### src/rtl/rnn_pkg.sv
// Shared register map and FSM state encoding for the RNN accelerator driver.
package rnn_pkg;

  localparam logic [2:0] REG_START  = 3'd0;
  localparam logic [2:0] REG_INPUT  = 3'd1;
  localparam logic [2:0] REG_R0     = 3'd2;
  localparam logic [2:0] REG_R1     = 3'd3;
  localparam logic [2:0] REG_RB     = 3'd4;
  localparam logic [2:0] REG_DENSE  = 3'd5;
  localparam logic [2:0] REG_DBIAS  = 3'd6;
  localparam logic [2:0] REG_RESULT = 3'd7;

  typedef logic [3:0] drv_state_t;

  localparam logic [3:0] S_IDLE    = 4'd0;
  localparam logic [3:0] S_P_RD    = 4'd1;
  localparam logic [3:0] S_P_WR    = 4'd2;
  localparam logic [3:0] S_CH_WAIT = 4'd3;
  localparam logic [3:0] S_CH_W0   = 4'd4;
  localparam logic [3:0] S_CH_W1   = 4'd5;
  localparam logic [3:0] S_CH_GO   = 4'd6;
  localparam logic [3:0] S_CH_POLL = 4'd7;
  localparam logic [3:0] S_D_GO    = 4'd8;
  localparam logic [3:0] S_D_POLL  = 4'd9;
  localparam logic [3:0] S_D_RD    = 4'd10;
  localparam logic [3:0] S_RES     = 4'd11;

endpackage

### src/rtl/rnn_driver_if.sv
// Character stream, result stream and accelerator register port of the driver.
interface rnn_driver_if;
  logic        ch_valid;
  logic        ch_ready;
  logic        ch_last;
  logic [31:0] ch_data;
  logic        res_valid;
  logic        res_ready;
  logic [15:0] res_data;
  logic        res_pos;
  logic        m_read;
  logic        m_write;
  logic [2:0]  m_addr;
  logic [31:0] m_writedata;
  logic [31:0] m_readdata;

  modport master (
    input  ch_valid, ch_last, ch_data, res_ready, m_readdata,
    output ch_ready, res_valid, res_data, res_pos, m_read, m_write, m_addr, m_writedata
  );

  modport slave (
    output ch_valid, ch_last, ch_data, res_ready, m_readdata,
    input  ch_ready, res_valid, res_data, res_pos, m_read, m_write, m_addr, m_writedata
  );
endinterface

### src/rtl/rnn_driver_poll_timer.sv
// Counts consecutive poll cycles; expired_o flags the cycle where TIMEOUT polls are used up.
module poll_timer #(
  parameter int TIMEOUT = 4096
) (
  input  logic clk,
  input  logic rst,
  input  logic en_i,
  output logic expired_o
);
  localparam int CW = $clog2(TIMEOUT + 1);

  logic [CW-1:0] cnt_q, cnt_d;

  always_comb begin
    cnt_d = cnt_q;
    if (!en_i) begin
      cnt_d = '0;
    end else if (cnt_q != CW'(TIMEOUT)) begin
      cnt_d = cnt_q + {{(CW-1){1'b0}}, 1'b1};
    end else begin
      cnt_d = cnt_q;
    end
  end

  always_ff @(posedge clk) begin
    if (rst) begin
      cnt_q <= '0;
    end else begin
      cnt_q <= cnt_d;
    end
  end

  assign expired_o = en_i && (cnt_q == CW'(TIMEOUT));
endmodule

### src/rtl/rnn_driver.sv
// Sequences parameter ROM loads, character injection, polling and result readout for the RNN accelerator.
module rnn_driver
  import rnn_pkg::*;
#(
  parameter int PARAM_WORDS = 1217,
  parameter int ROM_AW      = 11,
  parameter int TIMEOUT     = 4096
) (
  input  logic              clk,
  input  logic              rst,
  input  logic              load_start,
  output logic              busy,
  output logic              err,
  output logic [ROM_AW-1:0] p_addr,
  input  logic [34:0]       p_data,
  rnn_driver_if.master      bus
);
  drv_state_t        state_q, state_d;
  logic [ROM_AW-1:0] index_q, index_d;
  logic [31:0]       emb_q, emb_d;
  logic              last_q, last_d;
  logic              err_q, err_d;
  logic [15:0]       res_q, res_d;
  logic              pos_q, pos_d;

  logic              poll_en_s, expired_s;
  logic              m_read_s, m_write_s, ch_ready_s, res_valid_s;
  logic [2:0]        m_addr_s;
  logic [31:0]       m_wdata_s;
  logic              unused_rdata_s;

  assign poll_en_s = (state_q == S_CH_POLL) || (state_q == S_D_POLL);

  poll_timer #(.TIMEOUT(TIMEOUT)) u_poll_timer (
    .clk       (clk),
    .rst       (rst),
    .en_i      (poll_en_s),
    .expired_o (expired_s)
  );

  always_comb begin
    state_d     = state_q;
    index_d     = index_q;
    emb_d       = emb_q;
    last_d      = last_q;
    err_d       = err_q;
    res_d       = res_q;
    pos_d       = pos_q;
    m_read_s    = 1'b0;
    m_write_s   = 1'b0;
    m_addr_s    = 3'd0;
    m_wdata_s   = 32'h0000_0000;
    ch_ready_s  = 1'b0;
    res_valid_s = 1'b0;
    case (state_q)
      S_IDLE: begin
        if (load_start) begin
          state_d = S_P_RD;
          index_d = '0;
          err_d   = 1'b0;
        end else if (bus.ch_valid) begin
          state_d = S_CH_WAIT;
        end else begin
          state_d = S_IDLE;
        end
      end
      S_P_RD: state_d = S_P_WR;
      S_P_WR: begin
        m_write_s = 1'b1;
        m_addr_s  = p_data[34:32];
        m_wdata_s = p_data[31:0];
        if (index_q == ROM_AW'(PARAM_WORDS - 1)) begin
          index_d = '0;
          state_d = S_IDLE;
        end else begin
          index_d = index_q + {{(ROM_AW-1){1'b0}}, 1'b1};
          state_d = S_P_RD;
        end
      end
      S_CH_WAIT: begin
        ch_ready_s = 1'b1;
        if (bus.ch_valid) begin
          emb_d   = bus.ch_data;
          last_d  = bus.ch_last;
          err_d   = 1'b0;
          state_d = S_CH_W0;
        end else begin
          state_d = S_CH_WAIT;
        end
      end
      S_CH_W0: begin
        m_write_s = 1'b1;
        m_addr_s  = REG_INPUT;
        m_wdata_s = {8'h00, 8'h00, emb_q[15:0]};
        state_d   = S_CH_W1;
      end
      S_CH_W1: begin
        m_write_s = 1'b1;
        m_addr_s  = REG_INPUT;
        m_wdata_s = {8'h00, 8'h01, emb_q[31:16]};
        state_d   = S_CH_GO;
      end
      S_CH_GO: begin
        m_write_s = 1'b1;
        m_addr_s  = REG_START;
        state_d   = S_CH_POLL;
      end
      // On expiry the bus stays idle: no read is issued in the give-up cycle.
      S_CH_POLL: begin
        if (expired_s) begin
          err_d   = 1'b1;
          state_d = S_IDLE;
        end else begin
          m_read_s = 1'b1;
          m_addr_s = REG_INPUT;
          if (bus.m_readdata[0]) begin
            state_d = last_q ? S_D_GO : S_IDLE;
          end else begin
            state_d = S_CH_POLL;
          end
        end
      end
      S_D_GO: begin
        m_write_s = 1'b1;
        m_addr_s  = REG_RESULT;
        state_d   = S_D_POLL;
      end
      S_D_POLL: begin
        if (expired_s) begin
          err_d   = 1'b1;
          state_d = S_IDLE;
        end else begin
          m_read_s = 1'b1;
          m_addr_s = REG_START;
          state_d  = bus.m_readdata[0] ? S_D_RD : S_D_POLL;
        end
      end
      S_D_RD: begin
        m_read_s = 1'b1;
        m_addr_s = REG_RESULT;
        res_d    = bus.m_readdata[15:0];
        pos_d    = ~bus.m_readdata[15];
        state_d  = S_RES;
      end
      S_RES: begin
        res_valid_s = 1'b1;
        state_d     = bus.res_ready ? S_IDLE : S_RES;
      end
      default: state_d = S_IDLE;
    endcase
  end

  always_ff @(posedge clk) begin
    if (rst) begin
      state_q <= S_IDLE;
      index_q <= '0;
      emb_q   <= 32'h0000_0000;
      last_q  <= 1'b0;
      err_q   <= 1'b0;
      res_q   <= 16'h0000;
      pos_q   <= 1'b0;
    end else begin
      state_q <= state_d;
      index_q <= index_d;
      emb_q   <= emb_d;
      last_q  <= last_d;
      err_q   <= err_d;
      res_q   <= res_d;
      pos_q   <= pos_d;
    end
  end

  assign busy            = (state_q != S_IDLE);
  assign err             = err_q;
  assign p_addr          = index_q;
  assign bus.ch_ready    = ch_ready_s;
  assign bus.res_valid   = res_valid_s;
  assign bus.res_data    = res_q;
  assign bus.res_pos     = pos_q;
  assign bus.m_read      = m_read_s;
  assign bus.m_write     = m_write_s;
  assign bus.m_addr      = m_addr_s;
  assign bus.m_writedata = m_wdata_s;
  assign unused_rdata_s  = ^bus.m_readdata[31:16];
endmodule

### src/flat_wrapper.sv
// flat-port wrapper written by rule: the top's interface ports become plain ports
module rnn_driver_flat import rnn_pkg::*;
#(
  parameter int PARAM_WORDS = 1217,
  parameter int ROM_AW      = 11,
  parameter int TIMEOUT     = 4096
)
  (clk, rst, load_start, busy, err, p_addr, p_data, bus_ch_valid, bus_ch_last, bus_ch_data, bus_res_ready, bus_m_readdata, bus_ch_ready, bus_res_valid, bus_res_data, bus_res_pos, bus_m_read, bus_m_write, bus_m_addr, bus_m_writedata);
  rnn_driver_if bus_i ();
  input  logic clk;
  input  logic rst;
  input  logic load_start;
  output logic busy;
  output logic err;
  output logic [ROM_AW-1:0] p_addr;
  input  logic [34:0] p_data;
  input wire logic [$bits(bus_i.ch_valid)-1:0] bus_ch_valid;
  input wire logic [$bits(bus_i.ch_last)-1:0] bus_ch_last;
  input wire logic [$bits(bus_i.ch_data)-1:0] bus_ch_data;
  input wire logic [$bits(bus_i.res_ready)-1:0] bus_res_ready;
  input wire logic [$bits(bus_i.m_readdata)-1:0] bus_m_readdata;
  output wire logic [$bits(bus_i.ch_ready)-1:0] bus_ch_ready;
  output wire logic [$bits(bus_i.res_valid)-1:0] bus_res_valid;
  output wire logic [$bits(bus_i.res_data)-1:0] bus_res_data;
  output wire logic [$bits(bus_i.res_pos)-1:0] bus_res_pos;
  output wire logic [$bits(bus_i.m_read)-1:0] bus_m_read;
  output wire logic [$bits(bus_i.m_write)-1:0] bus_m_write;
  output wire logic [$bits(bus_i.m_addr)-1:0] bus_m_addr;
  output wire logic [$bits(bus_i.m_writedata)-1:0] bus_m_writedata;
  assign bus_i.ch_valid = bus_ch_valid;
  assign bus_i.ch_last = bus_ch_last;
  assign bus_i.ch_data = bus_ch_data;
  assign bus_i.res_ready = bus_res_ready;
  assign bus_i.m_readdata = bus_m_readdata;
  assign bus_ch_ready = bus_i.ch_ready;
  assign bus_res_valid = bus_i.res_valid;
  assign bus_res_data = bus_i.res_data;
  assign bus_res_pos = bus_i.res_pos;
  assign bus_m_read = bus_i.m_read;
  assign bus_m_write = bus_i.m_write;
  assign bus_m_addr = bus_i.m_addr;
  assign bus_m_writedata = bus_i.m_writedata;
  rnn_driver #(.PARAM_WORDS(PARAM_WORDS), .ROM_AW(ROM_AW), .TIMEOUT(TIMEOUT)) u_core (.clk(clk), .rst(rst), .load_start(load_start), .busy(busy), .err(err), .p_addr(p_addr), .p_data(p_data), .bus(bus_i));
endmodule
### config.mk
export PLATFORM = sky130hd
export DESIGN_NAME = rnn_driver_flat
export DESIGN_NICKNAME = d
export VERILOG_FILES = /design/src/rtl/rnn_pkg.sv /design/src/rtl/rnn_driver_if.sv /design/src/rtl/rnn_driver_poll_timer.sv /design/src/rtl/rnn_driver.sv /design/src/flat_wrapper.sv
export SDC_FILE = /design/constraint.sdc
export NUM_CORES = 1
export LEC_CHECK = 0
export ABC_CLOCK_PERIOD_IN_PS = 1700
export BUFFER_PORTS_ARGS = -buffer_cell sky130_fd_sc_hd__buf_2
export CAP_MARGIN = 10
export CORE_MARGIN = 10
export CORE_UTILIZATION = 42
export DETAILED_ROUTE_END_ITERATION = 8
export PLACE_DENSITY = 0.8
export SYNTH_ARGS = -nofsm -noshare
export SYNTH_HDL_FRONTEND = slang
export SYNTH_SLANG_ARGS = --single-unit
export TNS_END_PERCENT = 1
### constraint.sdc
create_clock -name clk -period 1.7 [get_ports clk]
set_input_delay 0.17 -clock clk [delete_from_list [all_inputs] [get_ports clk]]
set_output_delay 0.17 -clock clk [all_outputs]
set_load 0.02 [all_outputs]
After elaboration in Yosys (flattened, before gate mapping)
Index checks and enable logic that the tools add are counted.

cells by class
  add/sub/neg operators = 2
  multipliers = 0
  divide/modulo/power cells = 0
  magnitude comparators = 0
  equal/unequal tests = 17
  shift-type cells = 0
  multiplexer cells = 26
  bitwise operators = 2
  reduce and logical (&&, ||, !) cells = 14

operators with widths
  operator                                       count
  one-hot mux 32 bit (3 select lines)            1
  one-hot mux 4 bit (12 select lines)            1
  two-way mux 4 bit                              6
  two-way mux 11 bit                             2
  one-hot mux 11 bit (2 select lines)            1
  == test 4 x 3 -> 1 bit, second input constant  4
  == test 4 bit, second input constant           4
  adder 13 x 1 -> 13 bit, second input constant  1
  == test 13 bit, second input constant          1
  != test 13 bit, second input constant          1
  one-hot mux 3 bit (4 select lines)             1
  adder 11 x 1 -> 11 bit, second input constant  1
  == test 11 bit, second input constant          1
  two-way mux 1 bit                              9
  == test 4 x 2 -> 1 bit, second input constant  2
  OR reduction 2 bit                             4
  OR reduction 5 bit                             1
  == test 4 x 1 -> 1 bit, second input constant  1
  logical NOT 4 bit                              1
  two-way mux 2 bit                              2
  != test 2 bit, second input constant           2
  AND reduction 2 bit                            2
  AND reduction 4 bit                            1
  nonzero test 4 bit                             1
  other kinds (9)                                10

word-level totals
  flip-flop bits (word level) = 79
  latch bits = 0
  bits in writable memories = 0
  ROM bits = 0
  bits of input ports = 105
  word-level logic and storage cells = 69
  memories kept = 0

Depth between registers and ports, before layout
Gate-level depths: netlist of the first run.

  depth in word-level cells = 5
  mapped depth = 7

Hierarchy
From an unflattened synthesis of the first run, not the netlist that was laid out.

unflattened totals
  cells, all modules = 523
  area, all modules = 3961.3 um^2

by module, submodules not included
  module      times used  cells an instance  area an instance (um^2)  sequential area each (um^2)
  rnn_driver  1           442                3291.9                   1321.3
  poll_timer  1           81                 669.4                    260.2

Worst setup path after synthesis of the first run
Ideal clock, no wire load.

  path type = register to register
  start = register u_core.index_q[0] (netlist: u_core.p_addr[0])
  end = register u_core.index_q[6] (netlist: u_core.p_addr[6])
  library setup time = 132 ps
  arrival = 1827 ps
  path slack = -259 ps
  stages on the path, launching flop included = 8
  path buffers = 1
  clock period less this slack = 1959 ps
  cell sequence = dfxtp_1 -> inv_1 -> ha_1 -> or4bb_1 -> o31a_4 -> buf_6 -> a211oi_2 -> nor3_1

between the ends
  longest elaborated chain between the ends = 3
  elaborated cells on any way between the ends = 4

ends and longest elaborated chain
  what                                                             line                                text
  start, declared                                                  rnn_driver.sv:19                    logic [ROM_AW-1:0] index_q, index_d;
  start signal, assigned                                           rnn_driver.sv:164                   index_q <= index_d;
  adder 11 x 1 -> 11 bit / == test 11 bit (equally long branches)  rnn_driver.sv:76, rnn_driver.sv:72
  two-way mux 11 bit (*)                                           rnn_driver.sv:72                    if (index_q == ROM_AW'(PARAM_WORDS - 1)) begin
  one-hot mux 11 bit (2 select lines) (*)                          rnn_driver.sv:55                    case (state_q)

Every way passes the cells marked *; elsewhere a longest branch is shown, timed or not.
A chain may end at the register's enable or synchronous reset.

Worst setup path after layout of the first run
  start = register u_core.state_q[1]
  end = output port bus_m_read

between the ends
  longest elaborated chain between the ends = 5
  elaborated cells on any way between the ends = 8

ends and longest elaborated chain
  what                                                            line                                  text
  start, declared                                                 rnn_driver.sv:18                      drv_state_t state_q, state_d;
  start signal, assigned                                          rnn_driver.sv:163                     state_q <= state_d;
  == test 4 x 3 -> 1 bit / == test 4 bit (equally long branches)  rnn_driver.sv:32, rnn_driver.sv:55
  logical OR 1 bit                                                rnn_driver.sv:32                      assign poll_en_s = (state_q == S_CH_POLL) || (state_q == S_D_POLL);
  logical AND 1 bit                                               rnn_driver_poll_timer.sv:33           assign expired_o = en_i && (cnt_q == CW'(TIMEOUT));
  two-way mux 1 bit                                               rnn_driver.sv:110, rnn_driver.sv:129
  one-hot mux 1 bit (2 select lines) (*)                          rnn_driver.sv:55
  end, declared                                                   flat_wrapper.sv:26                    output wire logic [$bits(bus_i.m_read)-1:0] bus_m_read;

Marked as above.

==> results of run 1 <==
## routing by layer
| metal | global-route usage [%] | vias to the layer above | share of wire, % |
|---|---|---|---|
| met1 | 21.2 | 1983 | 38 |
| met2 | 32.4 | 236 | 49 |
| li1 | - | 2086 | - |
| met5 | 0 | - | 0 |
| met3 | 6.98 | 39 | 9.5 |
| met4 | 9.16 | 0 | 3.6 |
## flip-flops by register name (all words and copies together), names as in the netlist
name,count
u_core.bus.res_data,16
u_core.emb_q,32
u_core.state_q,4
u_core.last_q,1
u_core.u_poll_timer.cnt_q,13
u_core.bus.res_pos,1
u_core.p_addr,11
u_core.err,1
## timing repair
item,CTS,global route
endpoints found under the hold margin,1,0
pin swaps,24,15
resized for setup,63,33
gates cloned,2,0
hold buffers,1,0
buffers inserted,15,1
setup endpoints to repair,63,63
## worst max-delay path, stage by stage, from the launching register on
cell and delay (ns):
dfxtp_4 0.37, buf_6 0.12, buf_4 0.15, and3b_1 0.20
o21ai_2 0.28, o21ai_1 0.14, buf_4 0.17
## final timing paths
path                                        from                                   to  slack [ns]  cells after the start
max                 u_core.state_q[1]$_SDFF_PP0_                           bus_m_read       -0.24                      6
min                              bus_ch_data[11]        u_core.emb_q[11]$_SDFFE_PP0P_        0.05                      3
max reg2reg         u_core.state_q[2]$_SDFF_PP0_       u_core.p_addr[10]$_SDFFE_PP0P_       -0.14                      8
min reg2reg  u_core.bus.res_data[0]$_SDFFE_PP0P_  u_core.bus.res_data[0]$_SDFFE_PP0P_        0.46                      2
## stage by stage
| stage | TNS, ns | std cells |
|---|---|---|
| 2_1_floorplan | -0.967 | 486 |
| 3_3_place_gp | -2.67 | 762 |
| 3_5_place_dp | -5.84 | 762 |
| 4_1_cts | -7.00 | 795 |
| 5_1_grt | -12.47 | 796 |
| 6_report | -6.90 | 796 |
## cells in the mapped netlist, types with 2 or more instances
| master | count |
|---|---|
| nor3b_1 | 3 |
| buf_2 | 8 |
| and3_1 | 5 |
| a222oi_1 | 16 |
| nor4b_1 | 2 |
| nor4_1 | 3 |
| inv_1 | 26 |
| o31ai_1 | 2 |
| or4_1 | 2 |
| a41oi_1 | 2 |
| nand2_1 | 113 |
| a21boi_0 | 2 |
| nor2_1 | 31 |
| buf_1 | 4 |
| o22ai_1 | 2 |
| nand2b_1 | 8 |
| mux2i_1 | 2 |
| a311oi_1 | 8 |
| a31oi_1 | 8 |
| xnor2_1 | 9 |
| xor2_1 | 2 |
| nor3_1 | 10 |
| and2_1 | 15 |
| a21oi_1 | 60 |
| buf_6 | 2 |
| or2_2 | 3 |
| o211ai_1 | 2 |
| nand4_1 | 4 |
| o21ai_0 | 6 |
| dfxtp_1 | 79 |
| ha_1 | 4 |
| clkbuf_1 | 18 |
| a22oi_1 | 2 |
| nand3_1 | 10 |
## kinds of logic (layout without fill, tap and decap cells)
group | after synthesis | in the layout | share of synthesized area, %
compound gates | 117 | 117 | 20.5
xor+xnor | 11 | 11 | 2.55
fa+ha+maj | 4 | 4 | 1.33
buf+inv | 58 | 260 | 6.44
flops | 79 | 79 | 41.9
mux | 2 | 2 | 0.531
simple gates | 215 | 215 | 26.7
## cell type report
class                      count  area (µm²)
tap                          108         135
fill                         753        3150
multi-input combinational    349        2100
clock inverter                 6        55.1
timing repair buffer         218        1440
sequential                    79        1600
inverter                      26        97.6
clock buffer                  10         138
## power breakdown
part	switching (µW)	internal (µW)
sequential	19.3	1870
combinational	429	373
clock	754	608
total	1200	2850
## cells in the final DEF (no fill, tap or decap), drive strengths merged, types with 2 or more instances in the layout
master | netlist | routed
a21boi | 2 | 2
nor3b | 3 | 3
nor4 | 3 | 3
dfxtp | 79 | 79
and2 | 15 | 15
and3 | 5 | 5
mux2i | 2 | 2
o31ai | 2 | 2
xor2 | 2 | 2
or2 | 3 | 3
xnor2 | 9 | 9
nor2 | 31 | 31
clkbuf | 18 | 10
o21ai | 6 | 6
a222oi | 16 | 16
a211oi | 2 | 2
nand2b | 8 | 8
nand4 | 4 | 4
a31oi | 8 | 8
or4 | 2 | 2
o211ai | 2 | 2
a311oi | 8 | 8
nand2 | 113 | 113
o22ai | 2 | 2
nand3 | 10 | 10
inv | 26 | 32
nor4b | 4 | 4
nor3 | 10 | 10
a21oi | 60 | 60
buf | 14 | 217
a41oi | 2 | 2
ha | 4 | 4
a22oi | 2 | 2
==> results.md, run 1 <==
* Hold crit path type: input port to flip-flop
* H-tree levels at 3
* Initial antenna violation count at 0
* Clk sink count at 79
* Crit path launch type: flip-flop
* Post-DP HPWL at 9.37 mm
* Max VDD drop at ~0.00077 V
* Global route overflow at 0
* I/O pin cnt at 174
* WP data arrival at 1.77 ns
* YS warnings at 0
* Avg Inst Size Synth at 7.76 µm²
* Die ar. at 13200 µm²
* Seq/Total Area, Yosys at a little over two fifths
* Total GRT Usage at slightly below 20%
* Mapped Nets at just under 600
* Worst Tran Pin Value at about 0.48 ns
* Final period util at 114%
* Max_cap viols at 0
* Vias in the first global route at between 4000 and 5000
* Post-Syn Area at 3770 µm²
* RD Place Congestion at 0.859
* Number of vias per cell at 5.46
* Final worst slack at -0.244 ns
* Die extent in x at 115 µm
* TritonCTS clock tree: built
* Post-Syn Instances at 486
* Clock Path Buffers at 2
* Dominant synthesized flop cell: dfxtp_1
* Finished Core Util at 63.9%
* Crit Path Class: flip-flop to primary output
* Nets at 792
* Fraction of registers with async set/reset at 0%
* Setup Skew at 0.00711 ns
* Final setup vio count at 45
* Required time worst endpoint at 1.53 ns
* Failing checks: setup timing
* Buffers on Ports at 157
* Dpl ws at -0.311 ns
* Slew HR at 68.0%
* Core Region at 8720 µm²
* Slew Limit Fails at 0
* Yosys reg bits at a little under 80
* Fin crit period at 1.94 ns
* Antenna Nets Post-Route at 0
* DRC at 0
* ANT cells at 0
* Post-place instance area at 4920 µm²
* Synth area leader: dfxtp_1
* Cts bufs inserted at 9
* Clock Tree Root: clkbuf_8
* Routed WL at 13.2 mm
* Overall power at 4060 µW
* Die Y at between 100 and 150 µm
* Worst Path Max Fanout at 5
* Final instance area at ~5600 µm²
* Synth top area share at 41.9%
* Drt pass-1 iters at 8
* Wire length of the first global-routing pass at 21.1 mm
* Wire per inst at 16.6 µm
* Synth top area cells: dfxtp_1 (42%), nand2_1 (11%), a21oi_1 (8.0%), a222oi_1 (4.2%), nor2_1 (3.1%)
* Pwr/cell area at 728 nW/µm²
* EDFF count, synth at 0
* Max Fclk at 514 MHz
* Hold Vio Cnt, Final at 0
* Total number of vias at 4344
* P&R area growth vs syn at 47.8%
* Largest net degree at the start of global routing at 45
* Clk pin slew, worst setup/hold paths at 0.09 ns
* DR iter-0 viols at 431
* Crit end category: primary output
* Final hold slack at ~0.051 ns
* Leak Pwr at 0.00245 µW
* Std-Cell Rows at 34
* Layout cells sized above 1 at 39.8%
* Initial Util at 43.2%
* Status: finished, violations left
* Skew-Pair Late Insertion Delay at 0.35 ns
* RSZ-0062 raised after global routing: true
* Yosys cell types at 47
No activity file was read; power rests on OpenSTA's default activity.
==> run 2: changes to the inputs <==
--- a/config.mk
+++ b/config.mk
@@ -8,10 +8,12 @@
 export ABC_CLOCK_PERIOD_IN_PS = 1700
 export BUFFER_PORTS_ARGS = -buffer_cell sky130_fd_sc_hd__buf_2
 export CAP_MARGIN = 10
+export CELL_PAD_IN_SITES_DETAIL_PLACEMENT = 1
+export CELL_PAD_IN_SITES_GLOBAL_PLACEMENT = 2
 export CORE_MARGIN = 10
-export CORE_UTILIZATION = 42
+export CORE_UTILIZATION = 22
 export DETAILED_ROUTE_END_ITERATION = 8
-export PLACE_DENSITY = 0.8
+export PLACE_DENSITY = 0.79
 export SYNTH_ARGS = -nofsm -noshare
 export SYNTH_HDL_FRONTEND = slang
 export SYNTH_SLANG_ARGS = --single-unit
==> results.md, run 2 (synthesis gave the netlist of run 1 again) <==
* Clk sink count at 79
* P_int at 3460 µW
* Post-DP HPWL at 11.6 mm
* Final hold slack at 0.0363 ns
* I/O pin cnt at 174
* Setup TNS at -4.85 ns
* Die extent in x at 151 µm
* Vias in the first global route at 4762
* Final worst slack at -0.178 ns
* DR iter-0 viols at 174
* Slew HR at about 70%
* Clk pin slew, worst setup/hold paths at 0.06 ns
* Total number of vias at 4329
* Leak Pwr at ~0.0026 µW
* Std-Cell Rows at 47
* Worst Tran Pin Value at 0.463 ns
* Setup Skew at 0.00515 ns
* Top reg by flops: u_core.emb_q
* Buffers on Ports at 157
* CP startpoint: u_core.state_q[1]$_SDFF_PP0_
* Wire per inst at 17.1 µm
* Clock Tree Root: clkbuf_16
* Skew-Pair Late Insertion Delay at 0.34 ns
* Overall power at 4710 µW
* Failing checks: setup timing
* Layout cells sized above 1 at between 40% and 50%
* Hold Vio Cnt, Final at 0
* Final setup vio count at 41
* Most frequent cells in the layout: buf_2 (130), nand2_1 (113), dfxtp_1 (69), a21oi_1 (60), buf_4 (55)
* Switch Pwr at 1250 µW
* RD Place Congestion at 0.849
* Pwr/cell area at about 780 nW/µm²
* Worst Path Max Fanout at 6
* Reg-to-reg startpoint: u_core.state_q[3]$_SDFF_PP0_
* Total GRT Usage at between 10% and 20%
* Status: finished, violations left
* H-tree levels at 3
* Hold crit path type: input port to flip-flop
* Clock Path Buffers at 2
* Clock network power share at 41.7%
* Drt pass-1 iters at 5
* Comb pwr share at between 10% and 20%
* Final instance area at 6020 µm²
* Wire length of the first global-routing pass at 24.2 mm
* Cts bufs inserted at 9
* P&R area growth vs syn at 59.6%
* # fillers at 2039
* Global route overflow at 0
* Nets at 800
* Finished Core Util at 36.0%
* Fin crit period at 1.88 ns
* WP data arrival at 1.71 ns
* Switching Share at 26.5%
* Crit path launch type: flip-flop
* Routed WL at between 15 and 20 mm
* Initial antenna violation count at 2
* Largest net degree at the start of global routing at 44
* Max Fclk at 533 MHz
* DRC at 0
* TritonCTS clock tree: built
* Crit Path Class: flip-flop to primary output
* Slew Limit Fails at 0
* Post-place instance area at 5210 µm²
* Max VDD drop at 0.000432 V
* Crit end category: primary output
* Max_cap viols at 0
* Max reg flops at 32
* Sequential share of power at 40.5%
* Die ar. at between 20000 and 25000 µm²
* Antenna Nets Post-Route at 0
* Required time worst endpoint at 1.53 ns
* Die Y at approximately 150 µm
* RSZ-0062 raised after global routing: true
* Core Region at 16700 µm²
* Commonest non-fill, non-tap cell in the layout: buf_2
* Final period util at 110%
* Hold wc startpoint: bus_m_readdata[15]
* Number of vias per cell at ~4.7
* Initial Util at 22.6%
run 2: cell types whose count changed in the layout (fill, tap and decap cells not counted), moves of 3 or more:
cell       change
buf_4          -3
and2_1        -10
o21ai_1        -3
clkbuf_16     +11
and2_4        +10
buf_6          +8
inv_6          -5
clkbuf_8       -9
run 2: worst paths after layout:
kind,endpoint,slack (ns),cells past startpoint
max,bus_m_writedata[3],-0.18,6
max reg2reg,u_core.p_addr[9]$_SDFFE_PP0P_,-0.08,7
min,u_core.bus.res_pos$_SDFFE_PP0P_,0.04,2
min reg2reg,u_core.emb_q[20]$_SDFFE_PP0P_,0.46,2
run 2: metal layers:
layer / GRT usage [%] / vias to the layer above / wire (µm)
met1: 14.3 / 2076 / 6310
met3: 4.50 / 16 / 1390
met5: 0 / - / 0
met2: 23.5 / 128 / 7840
li1: - / 2109 / -
met4: 4.09 / 0 / 178
run 2: repair_timing:
action	CTS	global route
setup buffers	8	1
gates resized for setup	77	39
cloned	1	2
pin swaps	19	27
endpoints found under the setup margin	51	66
hold buffers	0	0
run 2: critical path: stages, from the launching register on:
cell and delay [ns]:
dfxtp_4 0.37, nor4b_4 0.14, buf_6 0.14, buf_12 0.13, a222oi_1 0.34, inv_1 0.10
buf_6 0.14
run 2: metrics by stage:
| step | setup slack (ns) | instances |
|---|---|---|
| 6_report | -0.178 | 918 |
| 5_1_grt | -0.276 | 916 |
| 4_1_cts | -0.193 | 913 |
| 3_5_place_dp | -0.128 | 889 |
| 3_3_place_gp | -0.0783 | 889 |
| 2_1_floorplan | -0.119 | 486 |
run 2: power groups by stage:
stage	Clock [µW]	Sequential [µW]	Combinational [µW]
2_1_floorplan	0	1940	361
3_3_place_gp	0	1940	671
3_5_place_dp	0	1950	683
4_1_cts	2040	1900	772
5_1_grt	2110	1910	908
6_report	1960	1900	840
run 2: cell type report:
type | count | area (µm²) | area share (%)
multi-input cells | 349 | 2120 | 35.3
repair buffers | 226 | 1610 | 26.8
flip-flops and latches | 79 | 1610 | 26.7
well taps | 220 | 275 | 4.57
clock buffers | 11 | 243 | 4.03
inverters | 26 | 97.6 | 1.62
clock inverters | 5 | 56.3 | 0.936
diodes | 2 | 5.00 | 0.0832
==> run 3: changes to the inputs <==
--- a/config.mk
+++ b/config.mk
@@ -14,6 +14,7 @@
 export CORE_UTILIZATION = 22
 export DETAILED_ROUTE_END_ITERATION = 8
 export PLACE_DENSITY = 0.79
+export SETUP_SLACK_MARGIN = 0.3
 export SYNTH_ARGS = -nofsm -noshare
 export SYNTH_HDL_FRONTEND = slang
 export SYNTH_SLANG_ARGS = --single-unit
==> results.md, run 3 (synthesis gave the netlist of run 1 again) <==
* Routed WL at about 16 mm
* Worst Hold End: u_core.bus.res_pos$_SDFFE_PP0P_
* Initial Util at 22.6%
* Final setup vio count at 39
* # fillers at around 2000
* Worst-path cell chain: nor4b_4 -> buf_6 -> buf_12 -> a222oi_1 -> inv_1 -> buf_6
* Nets at 801
* Core Region at 16700 µm²
* Die ar. at 22800 µm²
* Clk sink count at 79
* Worst path max stage delay at 0.37 ns
* Total number of vias at 4319
* Top reg by flops: u_core.emb_q
* Register area at 1610 µm²
* Vias in the first global route at 4782
* Max reg flops at 32
* Worst Path Max Fanout at 6
* Die extent in x at around 150 µm
* Met3 Track Usage GR at ~4.5%
* Status: finished, violations left
* Largest net degree at the start of global routing at 44
* Max VDD drop at 0.000431 V
* DRC at 0
* Crit path launch type: flip-flop
* Hold wc startpoint: bus_m_readdata[15]
* Crit Path Class: flip-flop to primary output
* Die Y at 151 µm
* H-tree levels at 3
* Wire per inst at 17.2 µm
* P&R area growth vs syn at 62.2%
* Final period util at 111%
* Skew-Pair Late Insertion Delay at 0.33 ns
* Worst hold stages at 2
* Slew Limit Fails at 0
* Layout cells sized above 1 at ~45%
* Wire length of the first global-routing pass at 24.2 mm
* Std-Cell Rows at 47
* Antenna Nets Post-Route at 0
* WP data arrival at 1.71 ns
* Worst Tran Pin Value at 0.492 ns
* Max_cap viols at 0
* Initial antenna violation count at 2
* R2R setup slack at -0.09 ns
* Hold Vio Cnt, Final at 0
* Pwr/cell area at 772 nW/µm²
* I/O pin cnt at 174
* R2R depth at 7
* Final instance area at 6120 µm²
* Post-place instance area at 5210 µm²
* RD Place Congestion at around 0.85
* Clk pin slew, worst setup/hold paths at 0.06 ns
* Final worst slack at -0.183 ns
* GRT busiest layer: met2
* Slew HR at between 60% and 70%
* Total GRT Usage at a little over an eighth
* Met2 Track Usage GR at 23.7%
* Reg-to-reg endpoint: u_core.p_addr[9]$_SDFFE_PP0P_
* Hold crit path type: input port to flip-flop
* Buffers on Ports at 157
* Cts bufs inserted at 9
* M1 GR Usage at 14.2%
* Reg-to-reg startpoint: u_core.state_q[3]$_SDFF_PP0_
* Worst path slowest cell: dfxtp_4
* Fin crit period at 1.88 ns
* Clock Path Buffers at 2
* Max Fclk at 531 MHz
* Cts hold-fix bufs at 0
* Required time worst endpoint at approximately 1.5 ns
* DR iter-0 viols at 174
* Multi-input logic area at 2190 µm²
* CP startpoint: u_core.state_q[1]$_SDFF_PP0_
* Most frequent cells in the layout: buf_2 (129), nand2_1 (106), dfxtp_1 (69), a21oi_1 (55), buf_4 (53)
* Post-DP HPWL at between 10 and 15 mm
* Global route overflow at 0
* Clock Tree Root: clkbuf_16
* Most used cell, CP: buf_6
* Setup Skew at 0.00448 ns
* Drt pass-1 iters at 4
* Failing checks: setup timing
* TritonCTS clock tree: built
* Number of vias per cell at 4.70
* RSZ-0062 raised after global routing: true
* Commonest non-fill, non-tap cell in the layout: buf_2
* Leak Pwr at approximately 0.0026 µW
* Crit end category: primary output
* Setup TNS at -5.01 ns
-- run 3: changes by cell type in the layout (fill, tap and decap cells not counted), sizes merged --
cell / before / now
buf: 224 / 225
-- run 3: stage by stage --
| stage | utilization [%] | hold WS, ns | std cells | setup slack [ns] | power [µW] |
|---|---|---|---|---|---|
| finish | 36.6 | 0.0351 | 919 | -0.183 | 4720 |
| global route | 36.6 | 0.0247 | 917 | -0.276 | 4940 |
| CTS | 35.4 | 0.0210 | 914 | -0.193 | 4730 |
| detailed placement | 31.2 | 0.385 | 889 | -0.128 | 2630 |
| global placement | 31.2 | 0.368 | 889 | -0.0783 | 2620 |
| floorplan | - | 0.266 | 486 | -0.119 | 2300 |
-- run 3: layout make-up --
cell class,instances,area share (%)
Tap cell,220,4.50
Clock buffer,11,3.97
Sequential cell,79,26.3
Multi-Input combinational cell,349,35.8
Antenna cell,2,0.0818
Clock inverter,5,0.920
Timing Repair Buffer,227,26.8
Inverter,26,1.60
-- run 3: repair_timing --
action	4_1_cts	5_1_grt
gates cloned	1	2
setup buffers	8	1
gates resized for setup	98	43
pin swaps	33	31
setup endpoints to repair	119	119
-- run 3: worst max path at each step --
stage / depth (start not counted) / slack (ns) / end
after floorplan: 6 / -0.12 / u_core.p_addr[1]$_SDFFE_PP0P_
after global placement: 8 / -0.08 / bus_m_read
after detailed placement: 8 / -0.13 / bus_m_read
after CTS: 7 / -0.19 / bus_m_writedata[3]
after global routing: 7 / -0.28 / bus_m_writedata[3]
final: 6 / -0.18 / bus_m_writedata[3]
-- run 3: critical path, delay by kind of cell, from the launching register on --
kind                   cells  cell delay, ns
buffers and inverters      4            0.51
flip-flops                 1            0.37
AO/OA/AOI/OAI              1            0.35
AND/OR/NAND/NOR            1            0.14
-- run 3: power by group --
group	switching [µW]	internal, µW
sequential	26.5	1880
combinational	447	413
clock	781	1180
-- run 3: metal layers --
metal	share of wire [%]	wire, µm
met3	8.5	1340
met4	1.2	187
met5	0	0
met1	40	6300
met2	51	7990
